## config.mk

```make
export PLATFORM = sky130hd
export DESIGN_NAME = ddr_cmd_arb_flat
export DESIGN_NICKNAME = d
export VERILOG_FILES = /design/src/rtl/ddr_cmd_arb_if.sv /design/src/rtl/ddr_cmd_arb.sv /design/src/flat_wrapper.sv
export SDC_FILE = /design/constraint.sdc
export NUM_CORES = 1
export LEC_CHECK = 0
export ABC_AREA = 1
export CORE_UTILIZATION = 35
export DETAILED_ROUTE_END_ITERATION = 7
export SYNTH_ARGS = -nofsm -noshare
export SYNTH_HDL_FRONTEND = slang
export SYNTH_SLANG_ARGS = --single-unit
```

## constraint.sdc

```tcl
create_clock -name clock_t -period 4 [get_ports clock_t]
set_input_delay 0.8 -clock clock_t [delete_from_list [all_inputs] [get_ports clock_t]]
set_output_delay 0.8 -clock clock_t [all_outputs]
set_load 0.1 [all_outputs]
```

## src/rtl/ddr_cmd_arb_if.sv

```systemverilog
// Request/grant bundle between DDR command requesters and the ddr_cmd_arb arbiter.
// master = requester side, slave = arbiter side.
interface ddr_cmd_arb_if;
    logic       act_req;
    logic       pre_req;
    logic       ref_req;
    logic       cas_req;
    logic       cas_rw;
    logic       act_gnt;
    logic       cas_gnt;
    logic       pre_gnt;
    logic       ref_gnt;
    logic       cmd_valid;
    logic [2:0] cmd_code;
    logic       busy;

    modport master (
        output act_req, pre_req, ref_req, cas_req, cas_rw,
        input  act_gnt, cas_gnt, pre_gnt, ref_gnt, cmd_valid, cmd_code, busy
    );

    modport slave (
        input  act_req, pre_req, ref_req, cas_req, cas_rw,
        output act_gnt, cas_gnt, pre_gnt, ref_gnt, cmd_valid, cmd_code, busy
    );
endinterface

```

## src/rtl/ddr_cmd_arb.sv

```systemverilog
// Fixed-priority DDR command arbiter (REF > PRE > CAS > ACT) enforcing tRRD, tCCD and tRFC spacing.
// Define DDR_CMD_ARB_REFRESH_EN to build the refresh path (REF grant, ARB_REF_WAIT, rfc_cnt).
module ddr_cmd_arb #(
    parameter int TRRD = 4,
    parameter int TCCD = 4,
    parameter int TRFC = 20
) (
    input  logic         clock_t,
    input  logic         reset,
    ddr_cmd_arb_if.slave bus
);
    localparam int T_MAX_RC = (TRRD > TCCD) ? TRRD : TCCD;
    localparam int T_MAX    = (T_MAX_RC > TRFC) ? T_MAX_RC : TRFC;
    localparam int CW       = $clog2(T_MAX) + 1;

    localparam logic [CW-1:0] CNT_ZERO = {CW{1'b0}};
    localparam logic [CW-1:0] CNT_ONE  = {{(CW-1){1'b0}}, 1'b1};
    localparam logic [CW-1:0] RRD_LOAD = CW'(TRRD - 1);
    localparam logic [CW-1:0] CCD_LOAD = CW'(TCCD - 1);

    localparam logic [2:0] CMD_NOP = 3'b000;
    localparam logic [2:0] CMD_ACT = 3'b001;
    localparam logic [2:0] CMD_RD  = 3'b010;
    localparam logic [2:0] CMD_WR  = 3'b011;
    localparam logic [2:0] CMD_PRE = 3'b100;
    localparam logic [2:0] CMD_REF = 3'b101;

    typedef enum logic [0:0] {
        ARB_RUN      = 1'b0,
        ARB_REF_WAIT = 1'b1
    } arb_state_e;

    arb_state_e    r_state;
    logic [CW-1:0] r_rrd_cnt;
    logic [CW-1:0] r_ccd_cnt;
    logic          r_act_gnt;
    logic          r_cas_gnt;
    logic          r_pre_gnt;
    logic          r_ref_gnt;
    logic          r_cmd_valid;
    logic [2:0]    r_cmd_code;
    logic          r_busy;

    logic          w_run;
    logic          w_act_ok;
    logic          w_cas_ok;
    logic          w_pre_ok;
    logic          w_ref_ok;
    logic          w_gnt_act;
    logic          w_gnt_cas;
    logic          w_gnt_pre;
    logic          w_gnt_ref;
    logic          w_ref_busy_nxt;
    logic [CW-1:0] w_rrd_nxt;
    logic [CW-1:0] w_ccd_nxt;
    logic [2:0]    w_code_nxt;

    assign w_run = (r_state == ARB_RUN);

    // A request is still high during its own grant cycle; masking it with the grant prevents a double issue.
    assign w_act_ok = bus.act_req & ~r_act_gnt & (r_rrd_cnt == CNT_ZERO);
    assign w_cas_ok = bus.cas_req & ~r_cas_gnt & (r_ccd_cnt == CNT_ZERO);
    assign w_pre_ok = bus.pre_req & ~r_pre_gnt;

`ifdef DDR_CMD_ARB_REFRESH_EN
    localparam logic [CW-1:0] RFC_LOAD = CW'(TRFC - 1);

    logic [CW-1:0] r_rfc_cnt;

    assign w_ref_ok       = bus.ref_req & ~r_ref_gnt;
    assign w_ref_busy_nxt = w_gnt_ref | ((r_state == ARB_REF_WAIT) & (r_rfc_cnt != CNT_ZERO));
`else
    assign w_ref_ok       = 1'b0;
    assign w_ref_busy_nxt = 1'b0;
`endif

    // Ineligible higher-priority requests drop out here, so they never block a lower eligible one.
    assign w_gnt_ref = w_run & w_ref_ok;
    assign w_gnt_pre = w_run & w_pre_ok & ~w_ref_ok;
    assign w_gnt_cas = w_run & w_cas_ok & ~w_ref_ok & ~w_pre_ok;
    assign w_gnt_act = w_run & w_act_ok & ~w_ref_ok & ~w_pre_ok & ~w_cas_ok;

    // Command code for whichever request wins this cycle.
    always_comb begin
        w_code_nxt = CMD_NOP;
        if (w_gnt_ref) begin
            w_code_nxt = CMD_REF;
        end else if (w_gnt_pre) begin
            w_code_nxt = CMD_PRE;
        end else if (w_gnt_cas) begin
            w_code_nxt = bus.cas_rw ? CMD_WR : CMD_RD;
        end else if (w_gnt_act) begin
            w_code_nxt = CMD_ACT;
        end else begin
            w_code_nxt = CMD_NOP;
        end
    end

    // Next ACT-to-ACT spacing count: reload on grant, otherwise count down and hold at zero.
    always_comb begin
        w_rrd_nxt = CNT_ZERO;
        if (w_gnt_act) begin
            w_rrd_nxt = RRD_LOAD;
        end else if (r_rrd_cnt != CNT_ZERO) begin
            w_rrd_nxt = r_rrd_cnt - CNT_ONE;
        end else begin
            w_rrd_nxt = CNT_ZERO;
        end
    end

    // Next CAS-to-CAS spacing count: reload on grant, otherwise count down and hold at zero.
    always_comb begin
        w_ccd_nxt = CNT_ZERO;
        if (w_gnt_cas) begin
            w_ccd_nxt = CCD_LOAD;
        end else if (r_ccd_cnt != CNT_ZERO) begin
            w_ccd_nxt = r_ccd_cnt - CNT_ONE;
        end else begin
            w_ccd_nxt = CNT_ZERO;
        end
    end

    // Arbiter state, spacing timers and all registered outputs.
    always_ff @(posedge clock_t) begin
        if (reset) begin
            r_state     <= ARB_RUN;
            r_rrd_cnt   <= CNT_ZERO;
            r_ccd_cnt   <= CNT_ZERO;
            r_act_gnt   <= 1'b0;
            r_cas_gnt   <= 1'b0;
            r_pre_gnt   <= 1'b0;
            r_ref_gnt   <= 1'b0;
            r_cmd_valid <= 1'b0;
            r_cmd_code  <= CMD_NOP;
            r_busy      <= 1'b0;
`ifdef DDR_CMD_ARB_REFRESH_EN
            r_rfc_cnt   <= CNT_ZERO;
`endif
        end else begin
            r_act_gnt   <= w_gnt_act;
            r_cas_gnt   <= w_gnt_cas;
            r_pre_gnt   <= w_gnt_pre;
            r_ref_gnt   <= w_gnt_ref;
            r_cmd_valid <= w_gnt_act | w_gnt_cas | w_gnt_pre | w_gnt_ref;
            r_cmd_code  <= w_code_nxt;
            r_rrd_cnt   <= w_rrd_nxt;
            r_ccd_cnt   <= w_ccd_nxt;
            r_busy      <= w_ref_busy_nxt | (w_rrd_nxt != CNT_ZERO) | (w_ccd_nxt != CNT_ZERO);
`ifdef DDR_CMD_ARB_REFRESH_EN
            case (r_state)
                ARB_RUN: begin
                    if (w_gnt_ref) begin
                        r_state   <= ARB_REF_WAIT;
                        r_rfc_cnt <= RFC_LOAD;
                    end else begin
                        r_state   <= ARB_RUN;
                        r_rfc_cnt <= CNT_ZERO;
                    end
                end
                ARB_REF_WAIT: begin
                    // The cycle that sees rfc_cnt at zero only returns to ARB_RUN; grants resume the next cycle.
                    if (r_rfc_cnt == CNT_ZERO) begin
                        r_state   <= ARB_RUN;
                        r_rfc_cnt <= CNT_ZERO;
                    end else begin
                        r_state   <= ARB_REF_WAIT;
                        r_rfc_cnt <= r_rfc_cnt - CNT_ONE;
                    end
                end
                default: begin
                    r_state   <= ARB_RUN;
                    r_rfc_cnt <= CNT_ZERO;
                end
            endcase
`else
            r_state <= ARB_RUN;
`endif
        end
    end

    assign bus.act_gnt   = r_act_gnt;
    assign bus.cas_gnt   = r_cas_gnt;
    assign bus.pre_gnt   = r_pre_gnt;
    assign bus.ref_gnt   = r_ref_gnt;
    assign bus.cmd_valid = r_cmd_valid;
    assign bus.cmd_code  = r_cmd_code;
    assign bus.busy      = r_busy;
endmodule

```

## src/flat_wrapper.sv

```systemverilog
// flat-port wrapper written by rule: the top's interface ports become plain ports
module ddr_cmd_arb_flat 
#(
    parameter int TRRD = 4,
    parameter int TCCD = 4,
    parameter int TRFC = 20
)
  (clock_t, reset, bus_act_req, bus_pre_req, bus_ref_req, bus_cas_req, bus_cas_rw, bus_act_gnt, bus_cas_gnt, bus_pre_gnt, bus_ref_gnt, bus_cmd_valid, bus_cmd_code, bus_busy);
  ddr_cmd_arb_if bus_i ();
  input  logic clock_t;
  input  logic reset;
  input wire logic [$bits(bus_i.act_req)-1:0] bus_act_req;
  input wire logic [$bits(bus_i.pre_req)-1:0] bus_pre_req;
  input wire logic [$bits(bus_i.ref_req)-1:0] bus_ref_req;
  input wire logic [$bits(bus_i.cas_req)-1:0] bus_cas_req;
  input wire logic [$bits(bus_i.cas_rw)-1:0] bus_cas_rw;
  output wire logic [$bits(bus_i.act_gnt)-1:0] bus_act_gnt;
  output wire logic [$bits(bus_i.cas_gnt)-1:0] bus_cas_gnt;
  output wire logic [$bits(bus_i.pre_gnt)-1:0] bus_pre_gnt;
  output wire logic [$bits(bus_i.ref_gnt)-1:0] bus_ref_gnt;
  output wire logic [$bits(bus_i.cmd_valid)-1:0] bus_cmd_valid;
  output wire logic [$bits(bus_i.cmd_code)-1:0] bus_cmd_code;
  output wire logic [$bits(bus_i.busy)-1:0] bus_busy;
  assign bus_i.act_req = bus_act_req;
  assign bus_i.pre_req = bus_pre_req;
  assign bus_i.ref_req = bus_ref_req;
  assign bus_i.cas_req = bus_cas_req;
  assign bus_i.cas_rw = bus_cas_rw;
  assign bus_act_gnt = bus_i.act_gnt;
  assign bus_cas_gnt = bus_i.cas_gnt;
  assign bus_pre_gnt = bus_i.pre_gnt;
  assign bus_ref_gnt = bus_i.ref_gnt;
  assign bus_cmd_valid = bus_i.cmd_valid;
  assign bus_cmd_code = bus_i.cmd_code;
  assign bus_busy = bus_i.busy;
  ddr_cmd_arb #(.TRRD(TRRD), .TCCD(TCCD), .TRFC(TRFC)) u_core (.clock_t(clock_t), .reset(reset), .bus(bus_i));
endmodule
```

==> Yosys cells after proc, flatten, opt, wreduce, memory -nomap -nowiden <==
Cells that the tools add are included.
{ "classes": {"addsub": 2, "mul": 0, "n_div": 0, "order_cmp": 0, "eq_ne": 0, "shift": 0, "muxes": 8, "n_bitwise": 16, "n_reduce_logical": 7} }
{ "op_table": {"columns": ["operator", "count"], "rows": [
  ["$mux W6", 4],
  ["$reduce_bool A6 Y1", 4],
  ["$logic_not A6 Y1", 2],
  ["$sub A6 B1 Y6 const B", 2],
  ["$and A1 B1 Y1", 8],
  ["$not A1 Y1", 5],
  ["$mux W3", 1],
  ["$or A1 B1 Y1", 3],
  ["$mux W1", 2],
  ["$mux W2", 1],
  ["$reduce_or A2 Y1", 1]
]} }
{ "totals": {"ff_bits": 20, "latchBits": 0, "ramBits": 0, "rom_bits": 0, "input_bits": 7, "out_inout_bits": 9, "word_cells": 42, "mem_count": 0} }

==> Logic depth before layout (Yosys ltp) <==
Gate-level depths: netlist of run 1.
{ "logic_depth": {"ltp_word": 8, "depth_mapped": 11, "depth_no_buf": 11} }

==> Worst setup path after synthesis of run 1 <==
No wires, ideal clock.
{ "synth_timing": {"path_kind": "reg2out", "from": "register u_core.r_cmd_code[2] (netlist: u_core.bus.cmd_code[2])", "to": "output bus_cmd_code[2]", "arrival_ns": 1.389, "t_required_ns": 3.200, "slack_ns": 1.811, "stages_incl_launch_ff": 2, "path_buffers": 1, "path_cell_list": "dfxtp_1 -> buf_4"} }
{ "synth_rtl": {"columns": ["item", "line_no", "text"], "rows": [
  ["start, declared", "ddr_cmd_arb.sv:41", "logic [2:0] r_cmd_code;"],
  ["start signal, assigned", "ddr_cmd_arb.sv:145", "r_cmd_code <= w_code_nxt;"],
  ["end, declared", "flat_wrapper.sv:22", "output wire logic [$bits(bus_i.cmd_code)-1:0] bus_cmd_code;"]
]} }
No word-level cell between the ends.

==> Final worst setup path of run 1 <==
{ "layout_timing": {"from": "register u_core.r_cas_gnt (netlist: u_core.bus.cas_gnt)", "to": "output bus_cas_gnt"} }
{ "layout_rtl": {"columns": ["item", "line_no", "text"], "rows": [
  ["start, declared", "ddr_cmd_arb.sv:37", "logic r_cas_gnt;"],
  ["start signal, assigned", "ddr_cmd_arb.sv:141", "r_cas_gnt <= w_gnt_cas;"],
  ["end, declared", "flat_wrapper.sv:18", "output wire logic [$bits(bus_i.cas_gnt)-1:0] bus_cas_gnt;"]
]} }
No word-level cell between the ends.

==> results of run 1 <==
cell families (layout without fill, tap and decap cells):
group	Yosys count	in the layout
AND/OR/NAND/NOR	68	68
buffers and inverters	25	38
flip-flops	19	19
AO/OA/AOI/OAI	15	15
adder cells (fa/ha/maj)	2	2
other	1	1
where the power goes:
part           internal, mW  switching (mW)  total (mW)
logic                 0.197           0.400       0.597
registers             0.248          0.0407       0.288
clock network        0.0387          0.0559      0.0947
area by class of cell:
cell class              count  area, um2  area share, %
multi-input cells          86      488.0          42.76
inverters                  21      78.83          6.908
flip-flops and latches     19      380.4          33.33
repair buffers             13      130.1          11.40
well taps                  30      37.54          3.289
clock buffers               4      26.28          2.303
Yosys cell counts, drive strengths merged, types with 2 or more instances:
library cell	n	area [um2]
buf	2	15.01
nor2	31	156.4
nand2	23	106.4
o21bai	2	15.01
o21ai	4	23.77
ha	2	25.02
dfxtp	19	380.4
inv	21	78.83
nand3	13	92.59
a21oi	8	43.79
clkbuf	2	7.510
routing by layer:
metal,vias to the layer above,part of all wire (%)
li1,426,-
met3,4,5.1
met4,0,2.0
met1,359,46
met2,22,47
met5,-,0
worst register-to-register path: cells and delay by family (launching register included):
family	cells	cell delay, ps
simple gates	9	760
flops	1	310
fa+ha+maj	1	240
buf+inv	1	120
worst max-delay path by stage:
stage,endpoint,slack [ps],depth (start not counted)
after floorplan,bus_cmd_code[2],1810,1
after global placement,bus_cas_gnt,1700,1
after detailed placement,bus_cas_gnt,1700,1
after CTS,bus_cas_gnt,1370,1
after global routing,bus_cas_gnt,1310,1
final,bus_cas_gnt,1380,1
registers in the layout, summed over array words and instances, names as in the netlist:
signal / flops
u_core.r_rrd_cnt: 6
u_core.bus.cas_gnt: 1
u_core.bus.cmd_valid: 1
u_core.bus.act_gnt: 1
u_core.bus.busy: 1
u_core.bus.cmd_code: 3
u_core.r_ccd_cnt: 6
==> results_dict.tcl, run 1 <==
set metrics [dict create \
    post_cts_resized 0 \
    crit_required_ps 3200 \
    grt_max_degree 20 \
    finalPower_uw 979.7 \
    fin_skew_ps 3.404 \
    layout_commonest_cell "nor2_1" \
    holdCritPathClass "register to register" \
    fin_util_pct 44.84 \
    hold_ws_ps 509.3 \
    die_y_um 54.64 \
    ir_drop_mv 0.3444 \
    numCtsBuffers 3 \
    worst_slew_pin_slew_ps 965.7 \
    vias 811 \
    cap_violations 0 \
    finalMaxSlewViolations 0 \
    async_flop_share_pct 0 \
    grt_pass1_vias 721 \
    syn-instance-count 130 \
    crit_start "u_core.bus.cas_gnt$_SDFF_PP0_" \
    grtUsageTotal_pct 13.32 \
    p_per_area_mw_per_mm2 858.5 \
    wl_per_cell_um 9.827 \
    grt_use_met2_pct 22.69 \
    crit_chain "clkdlybuf4s50_1" \
    die_x_um 54.64 \
    port-buffer-count 13 \
    slowest_stage "clkdlybuf4s50_1" \
    reg2reg_to "u_core.bus.busy$_SDFF_PP0_" \
    instances_no_fill 173 \
    synth.area.mux_share_pct 0 \
    stdcell_area_mm2 0.001141 \
    cts_sinks 19 \
    yosys.area_share.simple_pct 37.29 \
    finalNetCount 153 \
    status "finished clean" \
    grt_util_met1_pct 15.78 \
    htreeDepth 1 \
    synth_cell_types 24 \
    synth_compound_area_share_pct 10.06 \
    hold_buffers 0 \
    cp_top_family "buffers and inverters" \
    layout_setup_ws_ps 1379 \
    fmax_mhz 381.6 \
    period_share_pct 65.52 \
    p_leak_nw 0.5151 \
    ys_warn_count 0 \
    min_period_ps 2621 \
    die_area_mm2 0.002985 \
    rsz0062_at_grt "no" \
    cp_slowest_stage_delay_ps 1150 \
    layout_common_cells "nor2_1, inv_1, nand2_1, dfxtp_1, clkdlybuf4s50_1" \
    setup_violations 0 \
    coreArea_mm2 0.002545 \
    cp-start-kind "register" \
    arrival_ps 1820 \
    rows 18 \
    ys_ff_latch 19 \
    grt_pass1_wl_um 2808 \
    dpl_worst_slack_ps 1701 \
    hold_end "u_core.bus.cmd_code[0]$_SDFF_PP0_" \
    detail-route-antenna-nets 0 \
    cts_tree "done" \
    gp_congestion 0.8181 \
    n_fill_cell 269 \
    reg2regPathDepth 11 \
    path_class "register to primary output" \
    min_from "u_core.bus.cmd_code[2]$_SDFF_PP0_" \
    r2r-start "u_core.r_ccd_cnt[0]$_SDFF_PP0_" \
    end_kind "primary output" \
    synth_xor_area_share_pct 0 \
    yosysSeqAreaShare_pct 39.23 \
    synthAdderAreaFrac_pct 2.581 \
    globalRoute.busiestLayer "met2" \
    use_met3_pct 2.500 \
    cts_root_buf "clkbuf_4" \
    area_delta_synth_final_pct 17.68 \
    n_antenna_cell 0 \
    drt-initial-drc-count 15 \
    place_hpwl_um 1318 \
    syn-cell-area_um2 969.7 \
    post-cts-setup-buffers 0 \
    fin_tns_setup_ps 0 \
    start_util_pct 38.10 \
    syn_nets 139 \
    grt-ovfl-total 0 \
    avgSynthCellArea_um2 7.459 \
    routed_wl_um 1700 \
    synth_edf_count 0 \
    placed_cells 169 \
    ys.flop_type "dfxtp_1" \
    ff2ff_setup_slack_ps 2420 \
    drtPass1Iterations 4 \
    ios 16 \
    vias_per_cell 4.688 \
    cts.path.max_buffers 2 \
    placedInstanceArea_mm2 0.001115 \
    clk_latency_ps 290 \
    synth_top_family_by_area "simple AND/OR/NAND/NOR gates" \
    antenna_found_initial 0 \
    drive_gt1_share_pct 15.38 \
    clk_pin_slew_ps 100 \
    crit_path_max_fanout 2 \
    hold_depth 2 \
    remaining_drc_errors 0 \
    relSlewSlack_pct 35.42 \
    cp_num_buf_inv 1 \
    timing_hold_violations_final 0 \
]
No activity file was read; power rests on OpenSTA's default activity.
==> run 2, diff against run 1 <==
==> constraint.sdc (replaced) <==
create_clock -name clock_t -period 2.7 [get_ports clock_t]
set_input_delay 0.54 -clock clock_t [delete_from_list [all_inputs] [get_ports clock_t]]
set_output_delay 0.54 -clock clock_t [all_outputs]
set_load 0.1 [all_outputs]
==> run 2 against run 1 <==
Net effect: routed wire length shrank 1.1%; worst setup slack worse by 310 ps; clock-buffer cell count stayed put; first-iteration DRC count fell by 73%; die area did not move; largest cell class unchanged; largest power group unchanged.
==> results_dict.tcl, run 2 (synthesis gave the netlist of run 1 again) <==
set metrics [dict create \
    period_share_pct 60.45 \
    placed_cells 169 \
    rows 18 \
    fin_skew_ps 3.887 \
    detail-route-antenna-nets 0 \
    fin_tns_setup_ps 0 \
    instances_no_fill 173 \
    cts_sinks 19 \
    finalNetCount 153 \
    vias_per_cell 4.584 \
    holdCritPathClass "register to register" \
    cp-start-kind "input port" \
    place_hpwl_um 1267 \
    die_x_um 54.64 \
    layout_setup_ws_ps 1068 \
    n_fill_cell 275 \
    post-cts-setup-buffers 0 \
    hold_ws_ps 509.3 \
    grt_pass1_wl_um 2891 \
    rsz0062_at_grt "no" \
    timing_hold_violations_final 0 \
    layout_common_cells "nor2_1, inv_1, nand2_1, dfxtp_1, nand3_1" \
    grt-ovfl-total 0 \
    drt-initial-drc-count 4 \
    worst_slew_pin_slew_ps 695.6 \
    slowest_stage "clkdlybuf4s50_1" \
    start_util_pct 38.10 \
    r2r-start "u_core.r_ccd_cnt[0]$_SDFF_PP0_" \
    p_per_area_mw_per_mm2 1290 \
    wl_per_cell_um 9.717 \
    path_class "input port to register" \
    arrival_ps 1810 \
    finalMaxSlewViolations 0 \
    coreArea_mm2 0.002545 \
    ff2ff_setup_slack_ps 1130 \
    drtPass1Iterations 4 \
    cts_tree "done" \
    layout_commonest_cell "nor2_1" \
    die_area_mm2 0.002985 \
    multi_input_area_um2 488.0 \
    grt_max_degree 20 \
    cts.path.max_buffers 2 \
    remaining_drc_errors 0 \
    gp_congestion 0.7930 \
    setup_violations 0 \
    port-buffer-count 13 \
    hold_buffers 0 \
    dpl_worst_slack_ps 726.6 \
    htreeDepth 1 \
    numCtsBuffers 3 \
    p_leak_nw 0.5284 \
    crit_required_ps 2880 \
    finalPower_mw 1.447 \
    grtUsageTotal_pct 13.79 \
    min_period_ps 1632 \
    antenna_found_initial 0 \
    cts_root_buf "clkbuf_4" \
    cap_violations 0 \
    crit_end "u_core.bus.busy$_SDFF_PP0_" \
    seq_area_um2 380.4 \
    ios 16 \
    fmax_mhz 612.7 \
    n_antenna_cell 0 \
    die_y_um 54.64 \
    drive_gt1_share_pct 20.98 \
    cp_slowest_stage_delay_ps 510 \
    clk_pin_slew_ps 110 \
    ir_drop_mv 0.4797 \
    grt_pass1_vias 726 \
    reg2regPathDepth 11 \
    clk_latency_ps 300 \
    reg2reg_to "u_core.bus.busy$_SDFF_PP0_" \
    cpMostUsedCell "nor2_1" \
    status "finished clean" \
    crit_start "bus_pre_req" \
    crit_path_max_fanout 5 \
    area_delta_synth_final_pct 15.61 \
    vias 793 \
    crit_chain "clkdlybuf4s50_1 > nand2_2 > nand2_1 > nor2_4 > nand2_2 > nand3_1 > nor2_1 > nand2_1 > nor2_1 > nor2_1" \
    relSlewSlack_pct 53.48 \
    routed_wl_um 1681 \
    post_cts_resized 0 \
    end_kind "register" \
]
run 2: area by class of cell:
| cell class | count | share of cell area [%] |
|---|---|---|
| Inverter | 21 | 7.031 |
| Multi-Input combinational cell | 86 | 43.53 |
| Sequential cell | 19 | 33.93 |
| Timing Repair Buffer | 13 | 9.821 |
| Tap cell | 30 | 3.348 |
| Clock buffer | 4 | 2.344 |
run 2: critical path, delay by kind of cell:
| family | cells | cell delay [ps] |
|---|---|---|
| buf+inv | 1 | 510 |
| simple gates | 9 | 750 |
run 2: worst min-delay path by stage:
stage	from	endpoint	slack, ps	cells past startpoint
floorplan	u_core.r_rrd_cnt[4]$_SDFF_PP0_	u_core.r_rrd_cnt[4]$_SDFF_PP0_	480	2
global placement	u_core.bus.cmd_code[2]$_SDFF_PP0_	u_core.bus.cmd_code[0]$_SDFF_PP0_	490	2
detailed placement	u_core.bus.cmd_code[2]$_SDFF_PP0_	u_core.bus.cmd_code[0]$_SDFF_PP0_	500	2
CTS	u_core.bus.cmd_code[2]$_SDFF_PP0_	u_core.bus.cmd_code[0]$_SDFF_PP0_	510	2
global route	u_core.r_rrd_cnt[4]$_SDFF_PP0_	u_core.r_rrd_cnt[4]$_SDFF_PP0_	530	2
finish	u_core.bus.cmd_code[2]$_SDFF_PP0_	u_core.bus.cmd_code[0]$_SDFF_PP0_	510	2
run 2: power by group:
part	switching [mW]	internal (mW)
combinational	0.586	0.286
sequential	0.0596	0.367
clock	0.0910	0.0576
total	0.736	0.710
run 2: per-layer routing:
layer / wire (um) / vias to the layer above / share of wire (%) / global-route usage (%)
met2: 743 / 18 / 44 / 21.69
met5: 0 / - / 0 / 0
li1: - / 425 / - / -
met1: 823 / 346 / 49 / 17.00
met3: 70 / 4 / 4.2 / 2.500
met4: 44 / 0 / 2.6 / 8.974
run 2: metrics by stage:
step | area, um2 | util [%]
floorplan | 969.7 | -
global placement | 1095 | 43.02
detailed placement | 1095 | 43.02
CTS | 1121 | 44.05
global route | 1121 | 44.05
finish | 1121 | 44.05
==> run 3, diff against run 2 <==
==> constraint.sdc (replaced) <==
create_clock -name clock_t -period 1.65 [get_ports clock_t]
set_input_delay 0.33 -clock clock_t [delete_from_list [all_inputs] [get_ports clock_t]]
set_output_delay 0.33 -clock clock_t [all_outputs]
set_load 0.1 [all_outputs]
==> run 3 against run 2 <==
Net effect: first-iteration DRC count grew to 3.8 times the previous value; sequential share of layout area is 4.3 points lower; critical path depth up 1; combinational power increased by 78%; clock power is 58% higher; final cell count grew 4.0%; largest cell class unchanged.
==> results_dict.tcl, run 3 (synthesis gave the netlist of run 1 again) <==
set metrics [dict create \
    cts.path.max_buffers 2 \
    vias 807 \
    fin_tns_setup_ps 0 \
    path_class "register to register" \
    stdcell_area_mm2 0.001291 \
    layout_common_cells "nor2_1, inv_1, nand2_1, dfxtp_1" \
    ir_drop_mv 0.8216 \
    end_kind "register" \
    grt-ovfl-total 0 \
    cts_sinks 19 \
    clk_pin_slew_ps 110 \
    cp_num_buf_inv 2 \
    hold_depth 2 \
    fin_util_pct 50.74 \
    detail-route-antenna-nets 0 \
    layout_commonest_cell "nor2_1" \
    arrival_ps 1700 \
    ff2ff_setup_slack_ps 150 \
    p_per_area_mw_per_mm2 1933 \
    crit_chain "inv_1 > ha_2 > nand2_4 > inv_1 > nor2_1 > nand3_1 > nand2_1 > nor2_1 > nand2_1 > nor2_1 > nor2_1" \
    fin_skew_ps 5.685 \
    reg2regPathDepth 11 \
    fmax_mhz 666.3 \
    die_x_um 54.64 \
    grt_pass1_vias 703 \
    drtPass1Iterations 4 \
    p_leak_nw 0.5921 \
    start_util_pct 38.10 \
    grtUsageTotal_pct 13.86 \
    area_delta_synth_final_pct 33.16 \
    ios 16 \
    period_share_pct 90.96 \
    drive_gt1_share_pct 26.67 \
    cts_root_buf "clkbuf_4" \
    status "finished clean" \
    grt_max_degree 12 \
    cpMostUsedCell "nor2_1" \
    wl_per_cell_um 9.872 \
    cp_top_family "simple AND/OR/NAND/NOR gates" \
    rsz0062_at_grt "no" \
    die_y_um 54.64 \
    numCtsBuffers 3 \
    cts_tree "done" \
    min_period_ps 1501 \
    cap_violations 0 \
    slowest_stage "dfxtp_1" \
    remaining_drc_errors 0 \
    clk_latency_ps 290 \
    cp_slowest_stage_delay_ps 310 \
    crit_required_ps 1850 \
    routed_wl_um 1777 \
    die_area_mm2 0.002985 \
    antenna_found_initial 0 \
    rows 18 \
    place_hpwl_um 1435 \
    port-buffer-count 13 \
    htreeDepth 1 \
    n_antenna_cell 0 \
    placedInstanceArea_mm2 0.001262 \
    crit_path_max_fanout 5 \
    setup_violations 0 \
    grt_pass1_wl_um 2863 \
    drt-initial-drc-count 15 \
    finalMaxSlewViolations 0 \
    crit_cells 11 \
    holdCritPathClass "register to register" \
    finalPower_mw 2.496 \
    coreArea_mm2 0.002545 \
    vias_per_cell 4.483 \
    finalNetCount 160 \
    timing_hold_violations_final 0 \
    cp-start-kind "register" \
    gp_congestion 0.8320 \
]
## run 3: cell types whose count changed in the layout (fill, tap and decap cells not counted)
| cell | before | now |
|---|---|---|
| buf_12 | 0 | 9 |
| buf_4 | 8 | 6 |
| dfxtp_1 | 19 | 17 |
| dfxtp_2 | 0 | 2 |
| ha_1 | 2 | 1 |
| ha_2 | 0 | 1 |
## run 3: final timing paths
kind / start / end
setup reg to reg: u_core.r_ccd_cnt[0]$_SDFF_PP0_ / u_core.bus.busy$_SDFF_PP0_
hold reg to reg: u_core.r_rrd_cnt[4]$_SDFF_PP0_ / u_core.r_rrd_cnt[4]$_SDFF_PP0_
setup / recovery: u_core.r_ccd_cnt[0]$_SDFF_PP0_ / u_core.bus.busy$_SDFF_PP0_
hold / removal: u_core.r_rrd_cnt[4]$_SDFF_PP0_ / u_core.r_rrd_cnt[4]$_SDFF_PP0_
## run 3: final cells by class
type,count,area [um2]
flip-flops and latches,19,382.9
multi-input cells,86,490.5
inverters,21,78.83
well taps,30,37.54
fillers,243,1254
repair buffers,20,275.3
clock buffers,4,26.28
## run 3: timing repair
item                       4_1_cts  5_1_grt
setup endpoints to repair        0        1
resized for setup                0        1
setup buffers                    0        0
hold buffers                     0        0
## run 3: layer usage
layer	vias up	GRT usage (%)	routed length, um
met1	339	18.03	891
met5	-	0	0
met4	0	10.26	34
met3	4	1.944	86
met2	20	20.48	765
li1	444	-	-
## run 3: worst reg2reg max path, delay by kind of cell (launching register included)
family | cells | cell delay [ps]
and+or+nand+nor | 8 | 650
DFF | 1 | 310
adders and majority gates | 1 | 230
buffers and inverters | 2 | 230
## run 3: stage by stage
step / hold WS, ps / cells / setup slack (ps)
floorplan: 419.0 / 130 / 13.84
global placement: 501.5 / 176 / 8.095
detailed placement: 511.4 / 176 / 20.05
CTS: 527.5 / 180 / 107.2
global route: 553.8 / 180 / 6.345
finish: 520.5 / 180 / 149.2
## run 3: power breakdown
group,internal (mW),switching (mW),total (mW)
Combinational,0.568,0.979,1.55
Sequential,0.601,0.113,0.714
Clock,0.0941,0.141,0.235
Total,1.26,1.23,2.50
